===== config.mk =====
export PLATFORM = sky130hd
export DESIGN_NAME = hazard_ctrl
export DESIGN_NICKNAME = d
export VERILOG_FILES = /design/src/rtl/hazard_ctrl.sv
export SDC_FILE = /design/constraint.sdc
export NUM_CORES = 1
export LEC_CHECK = 0
export BUFFER_PORTS_ARGS = -buffer_cell sky130_fd_sc_hd__clkbuf_2
export CORE_UTILIZATION = 35
export CTS_CLUSTER_DIAMETER = 100
export DETAILED_ROUTE_END_ITERATION = 12
export PLACE_DENSITY_LB_ADDON = 0.05
export SLEW_MARGIN = 5
export SYNTH_ARGS = -nofsm -noshare
export SYNTH_HDL_FRONTEND = slang
export SYNTH_SLANG_ARGS = --single-unit

===== constraint.sdc =====
create_clock -name clk -period 3.8 [get_ports clk]
set_input_delay 0.38 -clock clk [delete_from_list [all_inputs] [get_ports clk]]
set_output_delay 0.38 -clock clk [all_outputs]
set_load 0.05 [all_outputs]

===== src/rtl/hazard_ctrl.sv =====
// rtl/hazard_ctrl.sv - pipeline hazard control: stalls, flushes, forwarding, memory wait/timeout
// Optional performance counters are built when HAZARD_CTRL_PERF_EN is defined.
module hazard_ctrl #(
  parameter int MEM_TIMEOUT = 16,
  parameter int CNT_W       = 32
) (
  input  logic             clk,
  input  logic             rst,
  input  logic [4:0]       rs1_d,
  input  logic [4:0]       rs2_d,
  input  logic [4:0]       rs1_e,
  input  logic [4:0]       rs2_e,
  input  logic [4:0]       rd_e,
  input  logic             load_e,
  input  logic             pc_src_e,
  input  logic [4:0]       rd_m,
  input  logic [4:0]       rd_w,
  input  logic             reg_write_m,
  input  logic             reg_write_w,
  input  logic             dmem_req_m,
  input  logic             dmem_ack,
  output logic             en_f,
  output logic             en_d,
  output logic             en_e,
  output logic             en_m,
  output logic             en_w,
  output logic             flush_d,
  output logic             flush_e,
  output logic [1:0]       fwd_a_e,
  output logic [1:0]       fwd_b_e,
  output logic             mem_err,
  output logic [CNT_W-1:0] stall_cnt,
  output logic [CNT_W-1:0] flush_cnt
);

  typedef enum logic {RUN, MEMWAIT} state_t;

  localparam logic [7:0] WAIT_LIMIT = 8'(MEM_TIMEOUT - 2);

  state_t     state, state_nx;
  logic [7:0] wcnt, wcnt_nx;
  logic       load_use;

  assign load_use = load_e && (rd_e != 5'd0) && ((rd_e == rs1_d) || (rd_e == rs2_d));

  function automatic logic [1:0] fwd_sel(input logic [4:0] rs, input logic [4:0] dm,
                                         input logic wm, input logic [4:0] dw, input logic ww);
    if (wm && (dm == rs) && (rs != 5'd0))      return 2'b10;
    else if (ww && (dw == rs) && (rs != 5'd0)) return 2'b01;
    else                                       return 2'b00;
  endfunction

  always_comb begin
    fwd_a_e = 2'b00;
    fwd_b_e = 2'b00;
    if (rst) begin
      fwd_a_e = fwd_sel(rs1_e, rd_m, reg_write_m, rd_w, reg_write_w);
      fwd_b_e = fwd_sel(rs2_e, rd_m, reg_write_m, rd_w, reg_write_w);
    end
  end

  always_ff @(posedge clk) begin
    if (!rst) begin
      state <= RUN;
      wcnt  <= 8'd0;
    end else begin
      state <= state_nx;
      wcnt  <= wcnt_nx;
    end
  end

  always_comb begin
    state_nx = state;
    wcnt_nx  = wcnt;
    en_f     = 1'b1;
    en_d     = 1'b1;
    en_e     = 1'b1;
    en_m     = 1'b1;
    en_w     = 1'b1;
    flush_d  = 1'b0;
    flush_e  = 1'b0;
    mem_err  = 1'b0;
    if (!rst) begin
      {en_f, en_d, en_e, en_m, en_w} = 5'b00000;
    end else begin
      case (state)
        RUN: begin
          if (dmem_req_m && !dmem_ack) begin
            {en_f, en_d, en_e, en_m, en_w} = 5'b00000;
            state_nx = MEMWAIT;
            wcnt_nx  = 8'd0;
          end else if (pc_src_e) begin
            // A taken branch squashes the load-use victim anyway, so it wins.
            flush_d = 1'b1;
            flush_e = 1'b1;
          end else if (load_use) begin
            en_f    = 1'b0;
            en_d    = 1'b0;
            flush_e = 1'b1;
          end
        end
        MEMWAIT: begin
          wcnt_nx = wcnt + 8'd1;
          if (dmem_ack) begin
            state_nx = RUN;
          end else if (wcnt == WAIT_LIMIT) begin
            // Give up on the access and let the M instruction drain forward.
            mem_err  = 1'b1;
            state_nx = RUN;
          end else begin
            {en_f, en_d, en_e, en_m, en_w} = 5'b00000;
          end
        end
        default: state_nx = RUN;
      endcase
    end
  end

`ifdef HAZARD_CTRL_PERF_EN
  localparam logic [CNT_W-1:0] CNT_ONE = {{(CNT_W-1){1'b0}}, 1'b1};

  always_ff @(posedge clk) begin
    if (!rst) begin
      stall_cnt <= '0;
      flush_cnt <= '0;
    end else begin
      if (!en_f)   stall_cnt <= stall_cnt + CNT_ONE;
      if (flush_e) flush_cnt <= flush_cnt + CNT_ONE;
    end
  end
`else
  assign stall_cnt = '0;
  assign flush_cnt = '0;
`endif

endmodule


Word level (Yosys, flattened, before mapping):

Index checks and enable logic that the tools add are counted.

* logic and storage cells: 62
* bits of input ports: 43
* bits in registers: 9

* reductions and logical operators: 16
* equal/unequal tests: 8
* add/subtract/negate cells: 1
* bitwise operators: 1
* mux-type cells: 34

Operators by type and width (number)
* $eq 5x5->1: 6
* $mux 1: 25
* $pmux 8 s2: 1
* $reduce_bool 5->1: 3
* $logic_and 1x1->1: 11
* $add 8x1->8 const B: 1
* $eq 8x4->1 const B: 1
* $mux 2: 4
* $mux 8: 1
* $pmux 1 s2: 3
* $ne 2x2->1 const B: 1
* $logic_not 1->1: 1
* $logic_or 1x1->1: 1
* $not 1->1: 1

Longest topological paths before layout:

* depth after elaboration: 8
* depth in mapped cells: 7
* gate-level depth less buffers: 6

Worst setup path after synthesis:

No wires, ideal clock.

* path kind: input -> output
* start: input port rs1_e[1]
* end: output port fwd_a_e[0]
* stages: 4
* slack: 0.803 ns
* arrival time: 2.617 ns
* cells stage by stage: or4_1 -> nor2_1 -> nor4_1 -> nor4_1

* cells in the longest elaborated chain, start to end: 6

RTL lines
* start, declared: line 11 `input logic [4:0] rs1_e,`
* $eq 5x5->1: line 49 `else if (ww && (dw == rs) && (rs != 5'd0)) return 2'b01;`
* $logic_and 1x1->1 (2 in a row): line 49
* $mux 1: line 49
* $mux 2 *: line 48 `if (wm && (dm == rs) && (rs != 5'd0)) return 2'b10;`
* $mux 2 *: line 56 `if (rst) begin`
* end, declared: line 29 `output logic [1:0] fwd_a_e,`

Mark *: on every way between the ends. The rest lies on a longest branch, timed or not.

Worst setup path in the final report:

* start: register wcnt[0]
* end: output port en_f

* cells in the longest elaborated chain, start to end: 5

RTL lines
* start, declared: line 41 `logic [7:0] wcnt, wcnt_nx;`
* start signal, assigned: line 68 `wcnt <= wcnt_nx;`
* $eq 8x4->1: line 106 `end else if (wcnt == WAIT_LIMIT) begin`
* $mux 1: line 106
* $mux 1: line 104 `if (dmem_ack) begin`
* $pmux 1 s2: line 86 `case (state)`
* $mux 1: line 83 `if (!rst) begin`
* end, declared: line 22 `output logic en_f,`

Every way passes these cells.

==> flow_summary.ini <==
[placed_design]
hpwl_um = 2350
dp_cells = 276
port_buffers = 54
gp_congestion = 0.817

[logic_synthesis]
seq_area_frac_synth = 0.129
synth_async_sr_flop_share = 0
synth_top_area_cell = buf_4
synth_area_leaders = buf_4 (37%), xnor2_1 (17%), dfxtp_1 (13%)
synth_edf_count = 0
syn-mean-instance-area_um2 = 7.76
ys_ff_latch = 9
synth.cell_area_um2 = 1400
synth_top_area_frac = 0.366
synth_cells = 180
yosys_warnings = 0
synth.distinct_cells = 32
ys.flop_type = dfxtp_1

[clock_tree]
htreeDepth = 1
cts_setup_buffers = 0
cts.hold.buffers_added = 0
cts_tree = done
cts.path.max_buffers = 2
cts_root_buf = clkbuf_8
worstSkewPairLatency_ps = 230
cts_buffers = 3
cts.repair.resized = 0
clkSinkCount = 9
path_clk_slew_ps = 50

[floorplan]
die-width_um = 65.2
coreArea_um2 = 3740
die_area_um2 = 4250
die_height_um = 65.2
rows = 22
start_util = 0.373
ios = 119

[setup_path]
cp-endpoint = en_f
cp_data_required_time_ps = 3420
crit_path_start = wcnt[0]
crit_type = flop to output port
r2r-end = wcnt[7]
crit_path_max_fanout = 4
crit_path_start_kind = flop
worst-path-stages = 7
critPathCaptureType = output port
cp_num_buf_inv = 2
path_delay_family = compound AO/OA/AOI/OAI gates
path_cells = inv_1 -> ha_1 -> nand4b_1 -> nor4_1 -> a21oi_1 -> a221oi_2 -> clkbuf_2
r2r_setup_slack_ps = 2230
rr_startpoint = state
critical_path.slowest_cell = dfxtp_1
arrival_ps = 2010
slowest_delay_ps = 340
r2r_cells = 3

[global_route]
antenna_found_initial = 0
grt_usage = 0.118
grt_max_degree = 13
top_usage_layer = met2
grtUsageMet3 = 0.0399
grt_pass1_vias = 981
grt_pass1_wl_um = 4000
grt.overflow.total = 0
use_met1 = 0.131
gr-usage-met2 = 0.220

[drt]
wl_per_cell_um = 9.39
via_count = 1151
drc_errors = 0
drt_first_iter_violations = 28
detail-route-antenna-nets = 0
via_per_inst = 4.11
routed_wl_um = 2630
firstDrtPassIters = 3

[sta]
slew_viol_final = 0
hold_violations = 0
fin_crit_ps = 2390
max_freq_mhz = 419
final.setup.tns_ps = 0
skew_ps = 1.39
finalCritPeriodShare = 0.629
rsz0062_at_grt = no
finalSetupViolCount = 0

[status]
status = completed

[power_and_ir_drop]
leakage_nw = 0.727
power_density_nw_per_um2 = 304
vdd_drop_max_mv = 0.103

[cells_and_area]
fill_cells = 427
nets = 278
syn_to_final_growth_pct = 7.08
drive_above_1_share = 0.267
num_antenna_cells = 0
final_cells = 280
layout_common_cells = conb_1 (64), clkbuf_2 (54), xnor2_1 (27)
layout_commonest_cell = conb_1

[hold_path]
hp-class = input pin to flop

[flow_run]
drv_cap = 0
==> metal layers <==
metal	up-vias	wire, um
li1	579	-
met2	56	1370
met1	516	1060
met5	-	0
met3	0	198
met4	0	0
==> metrics by stage <==
step / total power, mW / setup WS, ps / hold WS (ps) / util / instance area, um^2
6_report: 0.455 / 1410 / 460 / 0.399 / 1500
5_1_grt: 0.479 / 1190 / 490 / 0.399 / 1500
4_1_cts: 0.459 / 1350 / 468 / 0.399 / 1500
3_5_place_dp: 0.344 / 1460 / 503 / 0.387 / 1450
3_3_place_gp: 0.343 / 1490 / 493 / 0.387 / 1450
2_1_floorplan: 0.356 / 803 / 465 / - / 1630
==> registers in the layout, summed over array words and instances, names as in the netlist <==
signal and count:
wcnt 8, state 1
==> worst min path at each step <==
stage            start  endpoint  slack, ps  depth (start not counted)
2_1_floorplan  wcnt[6]   wcnt[6]        470                          2
3_3_place_gp   wcnt[6]   wcnt[6]        490                          2
3_5_place_dp   wcnt[6]   wcnt[6]        500                          2
4_1_cts            rst   wcnt[1]        470                          2
5_1_grt            rst   wcnt[1]        490                          2
6_report           rst   wcnt[1]        460                          2
==> logic make-up (layout without fill, tap and decap cells) <==
group           Yosys count  count (layout)  synth area share
buf+inv                  72              61             0.376
flops                     9               9             0.129
fa+ha+maj                 2               2            0.0179
simple gates             49              49             0.201
xor+xnor                 32              32             0.201
other cells               1              64           0.00269
compound gates           15              15            0.0726
==> layout make-up <==
class	instances	area, um^2	area share
Multi-Input combinational cell	162	927	0.620
Timing Repair Buffer	54	270	0.181
Sequential cell	9	180	0.121
Tap cell	48	60.1	0.0402
Clock buffer	3	41.3	0.0276
Inverter	3	11.3	0.00753
Clock inverter	1	5.00	0.00335
==> synth_stat cells, drive strengths merged (2+ instances only) <==
master and n:
buf 68, xnor2 27, dfxtp 9, a21oi 7, nand2 7, nand3 6
nand4 6, nor2 5, nor4 5, xor2 5, or4 4, and2 3
inv 3, ha 2, nor2b 2, nor3b 2, o21a 2, or2 2
or3 2
==> where the power goes <==
| group | switching, mW | internal [mW] | total, mW |
|---|---|---|---|
| Clock | 0.0405 | 0.0717 | 0.112 |
| Combinational | 0.197 | 0.0469 | 0.244 |
| Sequential | 0.00231 | 0.0959 | 0.0982 |
No activity file was read; power rests on OpenSTA's default activity.
